$ cat src/rtl/rv32im_pkg.sv
// Shared RV32IM definitions: divide op encodings, divider FSM states,
// datapath width and the ALU control codes that select the divide ops.
package rv32im_pkg;

    localparam int XLEN = 32;

    typedef enum logic [1:0] {
        DIV_OP_DIV  = 2'b00,
        DIV_OP_DIVU = 2'b01,
        DIV_OP_REM  = 2'b10,
        DIV_OP_REMU = 2'b11
    } div_op_e;

    typedef enum logic [1:0] {
        DIV_IDLE = 2'b00,
        DIV_CALC = 2'b01,
        DIV_DONE = 2'b10
    } div_state_e;

    typedef enum logic [4:0] {
        ALU_ADD    = 5'd0,
        ALU_SUB    = 5'd1,
        ALU_AND    = 5'd2,
        ALU_OR     = 5'd3,
        ALU_XOR    = 5'd4,
        ALU_SLL    = 5'd5,
        ALU_SRL    = 5'd6,
        ALU_SRA    = 5'd7,
        ALU_SLT    = 5'd8,
        ALU_SLTU   = 5'd9,
        ALU_MUL    = 5'd10,
        ALU_MULH   = 5'd11,
        ALU_MULHSU = 5'd12,
        ALU_MULHU  = 5'd13,
        ALU_DIV    = 5'd14,
        ALU_DIVU   = 5'd15,
        ALU_REM    = 5'd16,
        ALU_REMU   = 5'd17
    } alu_ctrl_e;

    // Maps a divide-class ALU control code onto the divider op field.
    function automatic div_op_e alu_to_div_op(input alu_ctrl_e ctrl);
        case (ctrl)
            ALU_DIVU: return DIV_OP_DIVU;
            ALU_REM:  return DIV_OP_REM;
            ALU_REMU: return DIV_OP_REMU;
            default:  return DIV_OP_DIV;
        endcase
    endfunction

    function automatic logic is_div_op(input alu_ctrl_e ctrl);
        return (ctrl == ALU_DIV) || (ctrl == ALU_DIVU) ||
               (ctrl == ALU_REM) || (ctrl == ALU_REMU);
    endfunction

endpackage

$ cat src/rtl/div_step.sv
// One radix-2 restoring division iteration: shift the next dividend bit into
// the partial remainder, trial-subtract the divisor and record the quotient bit.
module div_step #(
    parameter int XLEN = 32
) (
    input  logic [XLEN-1:0] rem,
    input  logic [XLEN-1:0] q,
    input  logic [XLEN-1:0] divisor,
    output logic [XLEN-1:0] rem_next,
    output logic [XLEN-1:0] q_next
);

    logic [XLEN:0] rem_shift;
    logic [XLEN:0] diff;

    // The shifted remainder can exceed XLEN bits, so compare via an XLEN+1 borrow.
    always_comb begin
        rem_shift = {rem, q[XLEN-1]};
        diff      = rem_shift - {1'b0, divisor};
        if (!diff[XLEN]) begin
            rem_next = diff[XLEN-1:0];
            q_next   = {q[XLEN-2:0], 1'b1};
        end else begin
            rem_next = rem_shift[XLEN-1:0];
            q_next   = {q[XLEN-2:0], 1'b0};
        end
    end

endmodule

$ cat src/rtl/div_unit.sv
// Multi-cycle RV32M divide/remainder unit: sign-magnitude restoring divider,
// one quotient bit per cycle, with divide-by-zero and overflow shortcuts.
module div_unit
    import rv32im_pkg::*;
#(
    parameter int XLEN = rv32im_pkg::XLEN,
    parameter int ITER = XLEN
) (
    input  logic            clk,
    input  logic            rst,
    input  logic            start,
    input  logic [1:0]      op,
    input  logic [XLEN-1:0] operand_a,
    input  logic [XLEN-1:0] operand_b,
    input  logic            flush,
    output logic            busy,
    output logic            done,
    output logic [XLEN-1:0] result
);

    localparam int CNT_W = $clog2(ITER);

    function automatic logic [XLEN-1:0] neg_val(input logic signed [XLEN-1:0] x);
        return -x;
    endfunction

    function automatic logic [XLEN-1:0] abs_val(input logic signed [XLEN-1:0] x);
        return (x < 0) ? -x : x;
    endfunction

    div_state_e        state_q, state_d;
    div_op_e           op_q, op_d;
    logic [XLEN-1:0]   rem_q, rem_d;
    logic [XLEN-1:0]   quo_q, quo_d;
    logic [XLEN-1:0]   divisor_q, divisor_d;
    logic [CNT_W-1:0]  count_q, count_d;
    logic              qsign_q, qsign_d;
    logic              rsign_q, rsign_d;
    logic              done_q, done_d;
    logic [XLEN-1:0]   result_q, result_d;

    logic              accept;
    logic              op_signed;
    logic              op_rem;
    logic              b_zero;
    logic              ovf;
    logic [XLEN-1:0]   rem_next;
    logic [XLEN-1:0]   quo_next;
    logic [XLEN-1:0]   final_val;

    div_step #(.XLEN(XLEN)) u_step (
        .rem      (rem_q),
        .q        (quo_q),
        .divisor  (divisor_q),
        .rem_next (rem_next),
        .q_next   (quo_next)
    );

    assign accept    = start && !flush && (state_q == DIV_IDLE || state_q == DIV_DONE);
    assign op_signed = !op[0];
    assign op_rem    = op[1];
    assign b_zero    = (operand_b == '0);
    assign ovf       = op_signed && (operand_a == {1'b1, {(XLEN-1){1'b0}}}) &&
                       (operand_b == '1);

    // Sign correction applied to the last iteration's outputs.
    always_comb begin
        case (op_q)
            DIV_OP_DIV:  final_val = qsign_q ? neg_val(quo_next) : quo_next;
            DIV_OP_DIVU: final_val = quo_next;
            DIV_OP_REM:  final_val = rsign_q ? neg_val(rem_next) : rem_next;
            default:     final_val = rem_next;
        endcase
    end

    always_comb begin
        state_d   = state_q;
        op_d      = op_q;
        rem_d     = rem_q;
        quo_d     = quo_q;
        divisor_d = divisor_q;
        count_d   = count_q;
        qsign_d   = qsign_q;
        rsign_d   = rsign_q;
        done_d    = 1'b0;
        result_d  = result_q;

        case (state_q)
            DIV_IDLE, DIV_DONE: begin
                state_d = DIV_IDLE;
                if (accept) begin
                    op_d      = div_op_e'(op);
                    qsign_d   = operand_a[XLEN-1] ^ operand_b[XLEN-1];
                    rsign_d   = operand_a[XLEN-1];
                    rem_d     = '0;
                    quo_d     = op_signed ? abs_val(operand_a) : operand_a;
                    divisor_d = op_signed ? abs_val(operand_b) : operand_b;
                    count_d   = '0;
                    if (b_zero) begin
                        result_d = op_rem ? operand_a : '1;
                        state_d  = DIV_DONE;
                        done_d   = 1'b1;
                    end else if (ovf) begin
                        result_d = op_rem ? '0 : {1'b1, {(XLEN-1){1'b0}}};
                        state_d  = DIV_DONE;
                        done_d   = 1'b1;
                    end else begin
                        state_d = DIV_CALC;
                    end
                end
            end
            DIV_CALC: begin
                if (flush) begin
                    state_d = DIV_IDLE;
                end else begin
                    rem_d   = rem_next;
                    quo_d   = quo_next;
                    count_d = count_q + CNT_W'(1);
                    if (count_q == CNT_W'(ITER-1)) begin
                        result_d = final_val;
                        state_d  = DIV_DONE;
                        done_d   = 1'b1;
                    end
                end
            end
            default: state_d = DIV_IDLE;
        endcase
    end

    always_ff @(posedge clk) begin
        if (rst) begin
            state_q   <= DIV_IDLE;
            op_q      <= DIV_OP_DIV;
            rem_q     <= '0;
            quo_q     <= '0;
            divisor_q <= '0;
            count_q   <= '0;
            qsign_q   <= 1'b0;
            rsign_q   <= 1'b0;
            done_q    <= 1'b0;
            result_q  <= '0;
        end else begin
            state_q   <= state_d;
            op_q      <= op_d;
            rem_q     <= rem_d;
            quo_q     <= quo_d;
            divisor_q <= divisor_d;
            count_q   <= count_d;
            qsign_q   <= qsign_d;
            rsign_q   <= rsign_d;
            done_q    <= done_d;
            result_q  <= result_d;
        end
    end

    // Combinational so the issuing instruction stalls in its own cycle.
    assign busy   = (state_q == DIV_CALC) || accept;
    assign done   = done_q;
    assign result = result_q;

endmodule

$ cat config.mk
export PLATFORM = sky130hd
export DESIGN_NAME = div_unit
export DESIGN_NICKNAME = d
export VERILOG_FILES = /design/src/rtl/rv32im_pkg.sv /design/src/rtl/div_step.sv /design/src/rtl/div_unit.sv
export SDC_FILE = /design/constraint.sdc
export NUM_CORES = 1
export LEC_CHECK = 0
export CAP_MARGIN = 30
export CORE_MARGIN = 3
export CORE_UTILIZATION = 55
export DETAILED_ROUTE_END_ITERATION = 12
export PLACE_DENSITY = 0.77
export SYNTH_ARGS = -nofsm -noshare
export SYNTH_HDL_FRONTEND = slang
export SYNTH_SLANG_ARGS = --single-unit
export TNS_END_PERCENT = 5
$ cat constraint.sdc
create_clock -name clk -period 5.8 [get_ports clk]
set_clock_uncertainty 0.15 [all_clocks]
set_input_delay 0.58 -clock clk [delete_from_list [all_inputs] [get_ports clk]]
set_output_delay 0.58 -clock clk [all_outputs]
set_load 0.02 [all_outputs]
==> impl_metrics.tcl <==
set metrics [dict create \
    synthArstFlopShare_pct 0 \
    worst-setup-path-type "flop to flop" \
    clock_path_buffers 2 \
    cts_tree "yes" \
    finalHoldViolations 0 \
    vias 12600 \
    antenna_left 0 \
    clock_latency_ns 0.45 \
    post_cts_buffers 0 \
    synth_edf_count 0 \
    power_frac_clock_pct 37.6 \
    portBuffers 103 \
    antenna_found_initial 0 \
    grt_pass1_vias 11300 \
    p_int_mw 1.92 \
    initialDrtViolationCount 1422 \
    setup_viol 0 \
    synth_cells 1622 \
    cts_sinks 140 \
    switching_share_pct 35.7 \
    yosysTopAreaCell "dfxtp_1" \
    fmax_mhz 182 \
    cts_made_buffers 17 \
    regToRegSetupSlack_ns 0.31 \
    end_kind "flop" \
    clock-root-buffer "clkbuf_16" \
    yosysMostFrequentCell "nor2_1" \
    io_pins 104 \
    syn_avg_cell_area_um2 7.15 \
    critPathCapture "result[30]" \
    post-route-period-util_pct 94.6 \
    wl_um 39300 \
    cp.required_ns 5.95 \
    fin_crit_ns 5.49 \
    post-route-util_pct 64.8 \
    via_per_inst 6.45 \
    clkTransAtPathRegs_ns 0.07 \
    startpoint_type "flop" \
    p_total_mw 2.99 \
    syn_nets 1732 \
    grt_pass1_wl_um 60900 \
    hold_buffers 0 \
    startpoint "quo_q[31]" \
    reg2reg_depth 20 \
    dieArea_um2 22900 \
    hpwl_um 29300 \
    gr-total-overflow 0 \
    cp_cell_sequence "inv_1, ha_1, inv_1, fa_1, a211oi_2, o21ai_2, a21oi_1, o21bai_1, a41oi_2, xnor2_4, mux2i_1, ha_1, nand3_1, nor3_1, mux2i_1, or3_2, nor4_1, mux2i_1, o211ai_1, o21ai_0" \
    p_leak_nw 4.91 \
    rr_startpoint "quo_q[31]" \
    cpPeakStageDelay_ns 0.57 \
    slew_violations 0 \
    synth_ff_type "dfxtp_1" \
    finish.net_count 1774 \
    drc_errors 0 \
    cts_max_level 4 \
    pwr-share-seq_pct 35.3 \
    area_growth_pct 14.5 \
    diodes 0 \
    critPathMostFrequentCell "mux2i_1" \
    fin_setup_tns_ns 0 \
    cts_resized 0 \
    cp_slowest_cell "or3_2" \
    core_um2 20500 \
    yosys_warnings 0 \
    synth_common_cells "nor2_1, nand2_1, a21oi_1" \
    ys_ff_latch 140 \
    switching_power_mw 1.07 \
    ys_seq_area_share_pct 24.2 \
    ys_types 86 \
    worst_pin_slew_ns 0.999 \
    std_cell_rows 52 \
    initial_core_util_pct 56.6 \
    synth_top_area_share_pct 24.2 \
    die_y_um 151 \
    slew_headroom_pct 33.4 \
    min_path_type "flop to flop" \
    die_w_um 151 \
    outcome "complete, no violations" \
    drv_cap 0 \
    drive_above_1_share_pct 5.07 \
    cellPowerDensity_nw_per_um2 225 \
    grt_use_total_pct 33.5 \
    rsz0062_at_grt "false" \
    gp_congestion 0.988 \
    syn-cell-area_um2 11600 \
    wl_per_cell_um 20.2 \
    synth.area.top_cells "dfxtp_1, nor2_1, a21oi_1, o21ai_0, nand2_1" \
    grt_start_max_net_pins 91 \
    dr.pass1.iters 7 \
    power_frac_comb_pct 27.2 \
    crit_fanout 7 \
    rr_endpoint "result[30]" \
    cp_data_arrival_time_ns 5.64 \
    ir_drop_v 0.000181 \
]
[how the worst min path moves through the flow]
stage                        from       endpoint  slack [ns]  cells after the start
detailed placement     result[14]     result[14]        0.31                      2
finish                 result[14]     result[14]        0.32                      2
floorplan           divisor_q[18]  divisor_q[18]        0.28                      2
CTS                    result[14]     result[14]        0.32                      2
global route           result[14]     result[14]        0.35                      2
global placement       count_q[4]     count_q[4]        0.30                      2
[routing by layer]
metal	GRT usage, %	vias to the layer above	share of wire [%]
met2	53.1	671	45
met1	46.1	5818	43
met5	0	-	0
met4	9.34	0	2.5
met3	6.97	79	9.8
li1	-	5992	-
[kinds of logic after synthesis]
group | after synthesis | share of synthesized area, %
xor gates and xnor gates | 125 | 9.50
AOI/OAI and AO/OA | 522 | 28.7
adders and majority gates | 40 | 4.38
DFF | 140 | 24.2
muxes | 37 | 3.28
and+or+nand+nor | 600 | 24.1
buffers and inverters | 158 | 5.88
[registers in the layout, summed over array words and instances, names as in the netlist, 2 cells and up]
signal     count
count_q        5
state_q        2
quo_q         32
rem_q         32
op_q           2
result        32
divisor_q     32
[metrics by stage]
step                worst slack, ns  hold WS [ns]  std cells  instance area [µm²]
floorplan                     0.456         0.282       1622                11600
global placement              0.786         0.299       1914                12700
detailed placement            0.588         0.306       1915                12700
CTS                           0.446         0.319       1947                13300
global route                 0.0273         0.353       1947                13300
finish                        0.311         0.317       1947                13300
[layout by cell type, fill, tap and decap left out, types with 9 or more instances in the layout]
cell type,Yosys,final
a21oi_1,144,144
nand2b_1,12,11
ha_1,39,39
a211oi_1,57,57
mux2i_1,29,29
dfxtp_1,140,140
nor3_1,46,46
nand3_1,21,21
a311oi_1,10,10
clkbuf_16,0,17
o41ai_1,9,9
o31ai_1,16,16
xor2_1,61,61
buf_4,6,21
clkdlybuf4s50_1,0,102
xnor2_1,63,63
nand4_1,19,19
or4_1,10,10
o211ai_1,19,19
o21a_1,11,11
or3_1,22,22
a22oi_1,20,20
nor4_1,21,21
and2_1,13,12
nand2_1,149,149
a31oi_1,35,35
inv_1,55,55
o21ai_0,126,126
nor2b_1,14,14
nor2_1,233,232
[worst max-delay path, delay by kind of cell (launching register included)]
family,cells,cell delay [ns]
muxes,3,0.72
DFF,1,0.34
adders and majority gates,3,0.89
buffers and inverters,2,0.14
AOI/OAI and AO/OA,7,1.59
and+or+nand+nor,4,1.28
xor gates and xnor gates,1,0.22
[layout make-up]
cell class,instances,area (µm²)
clock inverter,14,149
tap,270,338
multi-input combinational,1324,8140
fill,1916,7210
clock buffer,18,429
timing repair buffer,125,1220
inverter,56,210
sequential,140,2800
[power groups by stage]
stage / clock network (mW) / logic (mW) / registers (mW)
after global placement: 0 / 0.772 / 1.07
final: 1.12 / 0.811 / 1.05
after floorplan: 0 / 0.550 / 1.06
after detailed placement: 0 / 0.784 / 1.07
after CTS: 1.12 / 0.791 / 1.05
after global routing: 1.17 / 0.878 / 1.06
(Power assumes the default switching activity.)
